### src/rtl/mips_mem_pkg.sv
// Shared types for the store sequencer: store kinds, FSM states and lane widths.
package mips_mem_pkg;

   typedef enum logic [1:0] {
      ST_SW  = 2'b00,
      ST_SH  = 2'b01,
      ST_SB  = 2'b10,
      ST_RSV = 2'b11
   } store_type_t;

   typedef enum logic [2:0] {
      S_IDLE,
      S_RD,
      S_WT,
      S_WR,
      S_DN
   } rmw_state_t;

   localparam int BYTE_W = 8;
   localparam int HALF_W = 16;
   localparam int WORD_W = 32;

endpackage

### src/rtl/store_lane_merge.sv
// Combinational little-endian lane merge of store data into the old memory word.
// Zero latency; no flow control. Halfword stores pick their half by byte_sel[1] alone.
module store_lane_merge
   import mips_mem_pkg::*;
(
   input  logic [WORD_W-1:0] old_word,
   input  logic [WORD_W-1:0] value,
   input  store_type_t       st_type,
   input  logic [1:0]        byte_sel,
   output logic [WORD_W-1:0] wdata
);

   always_comb begin
      wdata = old_word;
      case (st_type)
         ST_SW: wdata = value;
         ST_SH: begin
            if (byte_sel[1]) wdata[WORD_W-1:HALF_W] = value[HALF_W-1:0];
            else             wdata[HALF_W-1:0]      = value[HALF_W-1:0];
         end
         ST_SB:   wdata[{byte_sel, 3'b000} +: BYTE_W] = value[BYTE_W-1:0];
         default: wdata = old_word;
      endcase
   end

endmodule

### src/rtl/store_rmw_ctrl.sv
// Store sequencer: SW written directly, SH/SB via read-modify-write; done after 2 (SW) or 3+MEM_LAT cycles.
// Requests accepted only while ready (IDLE); STORE_ALIGN_CHECK_EN adds SW/SH misalignment faults.
module store_rmw_ctrl
   import mips_mem_pkg::*;
#(
   parameter int unsigned MEM_LAT = 1
)(
   input  logic              clk,
   input  logic              reset,
   input  logic              req,
   input  logic [1:0]        st_type,
   input  logic [WORD_W-1:0] addr,
   input  logic [WORD_W-1:0] value,
   output logic              ready,
   output logic              done,
   output logic              err,
   output logic [WORD_W-1:0] mem_addr,
   output logic              mem_wr,
   output logic [WORD_W-1:0] mem_wdata,
   input  logic [WORD_W-1:0] mem_rdata
);

   localparam int CNT_W = (MEM_LAT > 1) ? $clog2(MEM_LAT) : 1;
   localparam logic [CNT_W-1:0] LAST = CNT_W'(MEM_LAT - 1);

   rmw_state_t        state_q, state_d;
   store_type_t       st_q, st_d;
   logic [WORD_W-1:0] addr_q, addr_d;
   logic [WORD_W-1:0] value_q, value_d;
   logic [WORD_W-1:0] old_q, old_d;
   logic [CNT_W-1:0]  cnt_q, cnt_d;
   logic              ready_q, ready_d;
   logic              done_q, done_d;
   logic              err_q, err_d;
   logic              mem_wr_q, mem_wr_d;
   logic [WORD_W-1:0] mem_addr_q, mem_addr_d;
   logic [WORD_W-1:0] mem_wdata_q, mem_wdata_d;

   store_type_t       req_type;
   logic              misalign;
   logic              fault;
   logic              capture;
   logic [WORD_W-1:0] merge_old;
   logic [WORD_W-1:0] merged;

   assign req_type = store_type_t'(st_type);

`ifdef STORE_ALIGN_CHECK_EN
   assign misalign = ((req_type == ST_SW) && (addr[1:0] != 2'b00)) ||
                     ((req_type == ST_SH) && addr[0]);
`else
   assign misalign = 1'b0;
`endif

   assign fault = misalign || (req_type == ST_RSV);

   // Merge straight from mem_rdata on the capture edge so WR starts the next cycle.
   assign capture   = (state_q == S_WT) && (cnt_q == LAST);
   assign merge_old = capture ? mem_rdata : old_q;

   store_lane_merge u_merge (
      .old_word (merge_old),
      .value    (value_q),
      .st_type  (st_q),
      .byte_sel (addr_q[1:0]),
      .wdata    (merged)
   );

   always_comb begin
      state_d     = state_q;
      st_d        = st_q;
      addr_d      = addr_q;
      value_d     = value_q;
      old_d       = old_q;
      cnt_d       = cnt_q;
      done_d      = 1'b0;
      err_d       = 1'b0;
      mem_wr_d    = 1'b0;
      mem_addr_d  = mem_addr_q;
      mem_wdata_d = mem_wdata_q;
      case (state_q)
         S_IDLE: if (req) begin
            st_d    = req_type;
            addr_d  = addr;
            value_d = value;
            if (fault) begin
               state_d = S_DN;
               done_d  = 1'b1;
               err_d   = 1'b1;
            end else begin
               mem_addr_d = {addr[WORD_W-1:2], 2'b00};
               if (req_type == ST_SW) begin
                  state_d     = S_WR;
                  mem_wr_d    = 1'b1;
                  mem_wdata_d = value;
               end else begin
                  state_d = S_RD;
               end
            end
         end
         S_RD: begin
            state_d = S_WT;
            cnt_d   = '0;
         end
         S_WT: begin
            if (capture) begin
               old_d       = mem_rdata;
               mem_wdata_d = merged;
               mem_wr_d    = 1'b1;
               state_d     = S_WR;
            end else begin
               cnt_d = cnt_q + CNT_W'(1);
            end
         end
         S_WR: begin
            state_d = S_DN;
            done_d  = 1'b1;
         end
         S_DN:    state_d = S_IDLE;
         default: state_d = S_IDLE;
      endcase
      ready_d = (state_d == S_IDLE);
   end

   always_ff @(posedge clk or posedge reset) begin
      if (reset) begin
         state_q     <= S_IDLE;
         st_q        <= ST_SW;
         addr_q      <= '0;
         value_q     <= '0;
         old_q       <= '0;
         cnt_q       <= '0;
         ready_q     <= 1'b1;
         done_q      <= 1'b0;
         err_q       <= 1'b0;
         mem_wr_q    <= 1'b0;
         mem_addr_q  <= '0;
         mem_wdata_q <= '0;
      end else begin
         state_q     <= state_d;
         st_q        <= st_d;
         addr_q      <= addr_d;
         value_q     <= value_d;
         old_q       <= old_d;
         cnt_q       <= cnt_d;
         ready_q     <= ready_d;
         done_q      <= done_d;
         err_q       <= err_d;
         mem_wr_q    <= mem_wr_d;
         mem_addr_q  <= mem_addr_d;
         mem_wdata_q <= mem_wdata_d;
      end
   end

   assign ready     = ready_q;
   assign done      = done_q;
   assign err       = err_q;
   assign mem_wr    = mem_wr_q;
   assign mem_addr  = mem_addr_q;
   assign mem_wdata = mem_wdata_q;

endmodule

### config.mk
export PLATFORM = sky130hd
export DESIGN_NAME = store_rmw_ctrl
export DESIGN_NICKNAME = d
export VERILOG_FILES = /design/src/rtl/mips_mem_pkg.sv /design/src/rtl/store_lane_merge.sv /design/src/rtl/store_rmw_ctrl.sv
export SDC_FILE = /design/constraint.sdc
export NUM_CORES = 1
export LEC_CHECK = 0
export ABC_AREA = 1
export ABC_CLOCK_PERIOD_IN_PS = 4900
export CORE_ASPECT_RATIO = 0.7
export CORE_MARGIN = 2
export CORE_UTILIZATION = 51
export CTS_CLUSTER_DIAMETER = 100
export DETAILED_ROUTE_END_ITERATION = 10
export PLACE_DENSITY = 0.79
export RECOVER_POWER = 50
export SYNTH_ARGS = -nofsm -noshare
export SYNTH_HDL_FRONTEND = slang
export SYNTH_SLANG_ARGS = --single-unit
### constraint.sdc
create_clock -name clk -period 4.9 [get_ports clk]
set_clock_uncertainty 0.05 [all_clocks]
set_input_delay 0.735 -clock clk [delete_from_list [all_inputs] [get_ports clk]]
set_output_delay 0.735 -clock clk [all_outputs]
set_load 0.005 [all_outputs]
==> results of run 1 <==
-- per-layer routing --
| layer | GRT usage (%) | vias up | wire, um |
|---|---|---|---|
| li1 | - | 3353 | - |
| met1 | 36.46 | 3252 | 8833 |
| met2 | 43.47 | 299 | 8888 |
| met3 | 9.518 | 38 | 1990 |
| met4 | 8.597 | 0 | 374 |
| met5 | 0 | - | 0 |
-- where the power goes --
group	internal (uW)	switching (uW)
combinational	1210	1860
sequential	1690	365
clock	680	550
total	3580	2770
-- flip-flops by register name (all words and copies together) (netlist names) --
| signal | cells |
|---|---|
| addr_q | 2 |
| cnt_q | 1 |
| done | 1 |
| err | 1 |
| mem_addr | 30 |
| mem_wdata | 32 |
| mem_wr | 1 |
| old_q | 32 |
| ready | 1 |
| st_q | 2 |
| state_q | 3 |
| value_q | 32 |
-- per-stage QoR --
| step | hold WS (ns) | instance area [um^2] | worst slack (ns) | util (%) |
|---|---|---|---|---|
| floorplan | 0.3945 | 7183 | 0.4205 | - |
| global placement | 0.4026 | 8901 | 2.141 | 64.37 |
| detailed placement | 0.4076 | 8901 | 2.057 | 64.37 |
| CTS | 0.4237 | 9465 | 2.232 | 68.45 |
| global route | 0.4502 | 9449 | 1.080 | 68.33 |
| finish | 0.4181 | 9449 | 1.606 | 68.33 |
-- path summary, 6_finish.rpt --
path / end / slack, ns / start / depth (start not counted)
worst max-delay path: ready / 1.61 / state_q[1] / 5
worst min-delay path: mem_addr[6] / 0.42 / mem_addr[6] / 2
worst max register to register: ready / 1.61 / state_q[1] / 5
worst min register to register: mem_addr[6] / 0.42 / mem_addr[6] / 2
max in group asynchronous: old_q[27] / 1.67 / reset / 3
min in group asynchronous: mem_addr[28] / 0.88 / reset / 2
-- critical path, cell delays in order, from the launching register on --
cell and delay (ns):
dfrtp_1 0.37, buf_4 0.25, nand2_2 0.12, clkbuf_1 1.78, nand3_1 0.32, nor3_1 0.31
-- cell type report --
| type | instances | area [um^2] | share of cell area, % |
|---|---|---|---|
| tap | 190 | 237.7 | 2.516 |
| timing repair buffer | 176 | 1725 | 18.26 |
| clock buffer | 18 | 439.2 | 4.648 |
| clock inverter | 14 | 125.1 | 1.324 |
| multi-input combinational | 666 | 3053 | 32.31 |
| inverter | 109 | 414.1 | 4.383 |
| sequential | 138 | 3455 | 36.56 |
-- synthesized netlist by cell type, drive strengths merged, types with 2 or more instances --
| library cell | instances |
|---|---|
| dfrtp | 137 |
| clkinv | 2 |
| a31o | 2 |
| nor2 | 24 |
| o21ai | 46 |
| nand3 | 87 |
| nand4 | 32 |
| a32oi | 16 |
| ha | 5 |
| a21oi | 50 |
| nand2 | 400 |
| inv | 107 |
| clkbuf | 27 |
| buf | 29 |
-- kinds of logic after synthesis --
logic type | Yosys count | synth area share, %
AOI/OAI and AO/OA | 115 | 9.986
buffers and inverters | 165 | 9.516
and+or+nand+nor | 544 | 31.46
adders and majority gates | 5 | 0.8714
DFF | 138 | 48.12
other | 1 | 0.05223
==> flow_summary.json, run 1 <==
{
  "num-nets-final": 1214,
  "hold_path.class": "flop to flop",
  "worstSetupPathType": "flop to flop",
  "synth_edf_count": 0,
  "status": "finished with violations",
  "cts_buffer_depth": 2,
  "cts_hold_buf": 0,
  "yosysTopAreaCell": "dfrtp_1",
  "fill_cells": 1184,
  "ant_nets": 0,
  "layout_commonest_cell": "nand2_1",
  "ys_warn_count": 0,
  "slew_viol_final": 79,
  "dp.cells": 1279,
  "syn_avg_cell_area_um2": 7.417,
  "drt_iter0_drc": 575,
  "core_area_um2": 13830,
  "setup_tns_ns": 0,
  "synth_area_um2": 7179,
  "diodes": 0,
  "max_freq_mhz": 303.6,
  "cts_buffers": 17,
  "wl_per_cell_um": 15.32,
  "ys_types": 26,
  "setup_violations": 0,
  "die_h_um": 103.3,
  "critPathMaxFanout": 42,
  "hold_violations": 0,
  "min_period_over_period_pct": 67.22,
  "worstMarginPinSlew_ns": 2.525,
  "cp-start-kind": "flop",
  "grt_max_degree": 82,
  "grt_pass1_wl_um": 33220,
  "place_hpwl_um": 13770,
  "crit_required_ns": 5.18,
  "dr.pass1.iters": 5,
  "start_util_pct": 51.92,
  "power.density_nw_per_um2": 672.6,
  "end_kind": "flop",
  "drcViolationCount": 0,
  "wirelength_um": 20090,
  "rsz0062_at_grt": "no",
  "track_usage_pct": 27.56,
  "leakage_uw": 0.004740,
  "gp_congestion": 0.8876,
  "grt_pass1_vias": 6827,
  "maxSlewHeadroom_pct": -68.32,
  "row_count": 36,
  "die-area_um2": 15060,
  "cts-root-buf": "clkbuf_16",
  "yosysSeqAreaShare_pct": 48.12,
  "yosys-top-cells-area": "dfrtp_1 (48%), nand2_1 (21%), nand3_1 (5.9%), inv_1 (5.4%), o21ai_0 (3.1%)",
  "violations": "capacitance limit, slew limit",
  "post_cts.repair.setup_buffers": 0,
  "min_period_ns": 3.294,
  "ys.flop_type": "dfrtp_1",
  "layout_common_cells": "nand2_1 (399), clkdlybuf4s50_1 (164), dfrtp_1 (137)",
  "io_buffers": 166,
  "clkTransAtPathRegs_ns": 0.06,
  "io_pins": 169,
  "power_uw": 6355,
  "h-tree-depth": 4,
  "layout-drive-gt1-share_pct": 6.155,
  "num_vias": 6942,
  "irDropWorstVdd_mv": 0.3718,
  "grt-ovfl-total": 0,
  "ctsResizeCount": 0,
  "async_flop_share_pct": 100.0,
  "critPathArrivalTime_ns": 3.57,
  "ys_ff_latch": 138,
  "vias_per_cell": 5.295,
  "cts_tree": "done",
  "insertion_delay_ns": 0.42,
  "finalNonFillerCells": 1311,
  "clock-sinks": 138,
  "synth_top_area_share_pct": 47.75,
  "grt_antenna_before_repair": 0,
  "drv_cap": 2,
  "area_growth_pct": 31.61,
  "syn-instance-count": 968,
  "die_w_um": 145.8
}
No activity file was read; power rests on OpenSTA's default activity.
==> run 2, diff against run 1 <==
Settings changed: ABC_CLOCK_PERIOD_IN_PS 4900 to 3400.
Clock period 4.9 ns to 3.4 ns, I/O delays scaled along.
==> run 2 against run 1 <==
Net effect:
- the run now ends clean
- sequential power is 44% higher
- hold slack better by 0.0067 ns
- cell count is 0.23% higher
- setup slack worse by 1.0 ns
- flip-flop and latch count stayed put
- global-route usage is 0.74 points higher
- cell area is 0.99% higher
- routed wire length is 3.4% higher
- die area stayed put
- count of clock-buffer cells in the layout is 1 higher
- non-clock buffer count is 3 higher
==> flow_summary.json, run 2 (same netlist as run 1, synthesis figures left out) <==
{
  "status": "completed",
  "setup_tns_ns": 0,
  "grt_max_degree": 69,
  "grt_pass1_vias": 6690,
  "insertion_delay_ns": 0.42,
  "post_cts.repair.setup_buffers": 0,
  "layout_commonest_cell": "nand2_1",
  "maxSlewHeadroom_pct": 13.18,
  "wl_per_cell_um": 15.80,
  "p_int_uw": 5507,
  "layout_setup_ws_ns": 0.5732,
  "drv_cap": 0,
  "die_h_um": 103.3,
  "setup_violations": 0,
  "cts_hold_buf": 0,
  "path_delay_family": "simple AND/OR/NAND/NOR gates",
  "place_ws_ns": 0.4139,
  "r2r-end": "ready",
  "clkPwrFrac_pct": 21.7,
  "worstHoldEndpoint": "mem_addr[8]",
  "final_core_util_pct": 69.01,
  "dr.pass1.iters": 6,
  "fill_cells": 1141,
  "slew_viol_final": 0,
  "p_switching_uw": 3997,
  "start_util_pct": 51.92,
  "critPathArrivalTime_ns": 3.12,
  "track_usage_pct": 28.30,
  "num-nets-final": 1217,
  "io_buffers": 166,
  "crit_slowest_cell": "nor2_2",
  "busiest_layer": "met2",
  "grt_antenna_before_repair": 0,
  "worst_path_largest_cell_delay_ns": 0.84,
  "layout-drive-gt1-share_pct": 6.406,
  "power.density_nw_per_um2": 996.0,
  "cp-start-kind": "flop",
  "clock-sinks": 138,
  "min_period_over_period_pct": 83.14,
  "layout_common_cells": "nand2_1 (399), clkdlybuf4s50_1 (165), dfrtp_1 (137)",
  "die-area_um2": 15060,
  "ctsResizeCount": 0,
  "leakage_uw": 0.004794,
  "hold_path_depth": 2,
  "worstSetupPathType": "flop to flop",
  "crit_path_frequent_cell": "nand2_1",
  "clkTransAtPathRegs_ns": 0.06,
  "irDropWorstVdd_mv": 0.6179,
  "h-tree-depth": 4,
  "die_w_um": 145.8,
  "hold_violations": 0,
  "grt.met2_usage_pct": 44.01,
  "grt_pass1_wl_um": 33690,
  "crit_chain": "nor2_1 > nand2_1 > nor2_2 > inv_1 > buf_4 > nand2_1 > nor3_1",
  "diodes": 0,
  "end_kind": "flop",
  "cts_tree": "done",
  "combPwrFrac_pct": 47.2,
  "wirelength_um": 20770,
  "dpl_cell_area_um2": 8947,
  "grt-ovfl-total": 0,
  "gp_congestion": 0.9258,
  "area_growth_pct": 32.92,
  "ant_nets": 0,
  "seqPwrFrac_pct": 31.1,
  "cts_buffer_depth": 2,
  "drt_iter0_drc": 532,
  "ff2ff_path_depth": 7,
  "switching_share_pct": 42.06,
  "place_hpwl_um": 13740,
  "hold_path.class": "flop to flop",
  "met3_usage_pct": 9.254,
  "cts-root-buf": "clkbuf_16",
  "cp_num_buf_inv": 2,
  "rrSetupSlack_ns": 0.57,
  "io_pins": 169,
  "num_vias": 7015,
  "crit_required_ns": 3.70,
  "min_period_ns": 2.827,
  "vias_per_cell": 5.339,
  "fin_area_um2": 9543,
  "grt_util_met1_pct": 37.65,
  "max_freq_mhz": 353.8,
  "drcViolationCount": 0,
  "rsz0062_at_grt": "no",
  "row_count": 36,
  "cts_buffers": 17,
  "critPathMaxFanout": 31,
  "core_area_um2": 13830,
  "r2r_start": "state_q[0]",
  "worstMarginPinSlew_ns": 1.295,
  "worstHoldStart": "mem_addr[8]"
}
[run 2: worst register-to-register path, delay by kind of cell, from the launching register on]
| family | cells | cell delay (ns) |
|---|---|---|
| simple gates | 5 | 1.55 |
| flops | 1 | 0.41 |
| buf+inv | 2 | 0.75 |
[run 2: worst max path at each step]
| stage | startpoint | to | cells after the start |
|---|---|---|---|
| finish | state_q[0] | ready | 7 |
| global route | state_q[0] | mem_addr[9] | 7 |
| CTS | addr_q[0] | mem_wdata[21] | 10 |
| detailed placement | req | ready | 7 |
| global placement | req | ready | 7 |
| floorplan | reset | addr_q[0] | 1 |
[run 2: area by class of cell]
class | instances | area (um^2) | share of cell area, %
well taps | 190 | 237.7 | 2.491
clock inverters | 13 | 217.7 | 2.281
clock buffers | 19 | 432.9 | 4.537
repair buffers | 179 | 1748 | 18.32
flip-flops and latches | 138 | 3455 | 36.20
inverters | 109 | 410.4 | 4.301
multi-input cells | 666 | 3042 | 31.87
[run 2: layer usage]
| layer | vias to the layer above | part of all wire [%] |
|---|---|---|
| met5 | - | 0 |
| met4 | 0 | 2.2 |
| met2 | 345 | 45 |
| met3 | 43 | 10 |
| li1 | 3356 | - |
| met1 | 3271 | 43 |
[run 2: metrics by stage]
stage               std cells  total power [uW]  hold WS (ns)
floorplan                 969              5701        0.3945
global placement         1282              7248        0.4056
detailed placement       1282              7355        0.4127
CTS                      1314              9508        0.4293
global route             1314             10210        0.4418
finish                   1314              9505        0.4248
[run 2: power by group through the flow]
| stage | sequential [uW] | clock [uW] | combinational [uW] |
|---|---|---|---|
| finish | 2960 | 2060 | 4490 |
| global route | 3050 | 2140 | 5020 |
| CTS | 2960 | 2070 | 4480 |
| detailed placement | 2950 | 0 | 4400 |
| global placement | 2940 | 0 | 4300 |
| floorplan | 2860 | 0 | 2840 |
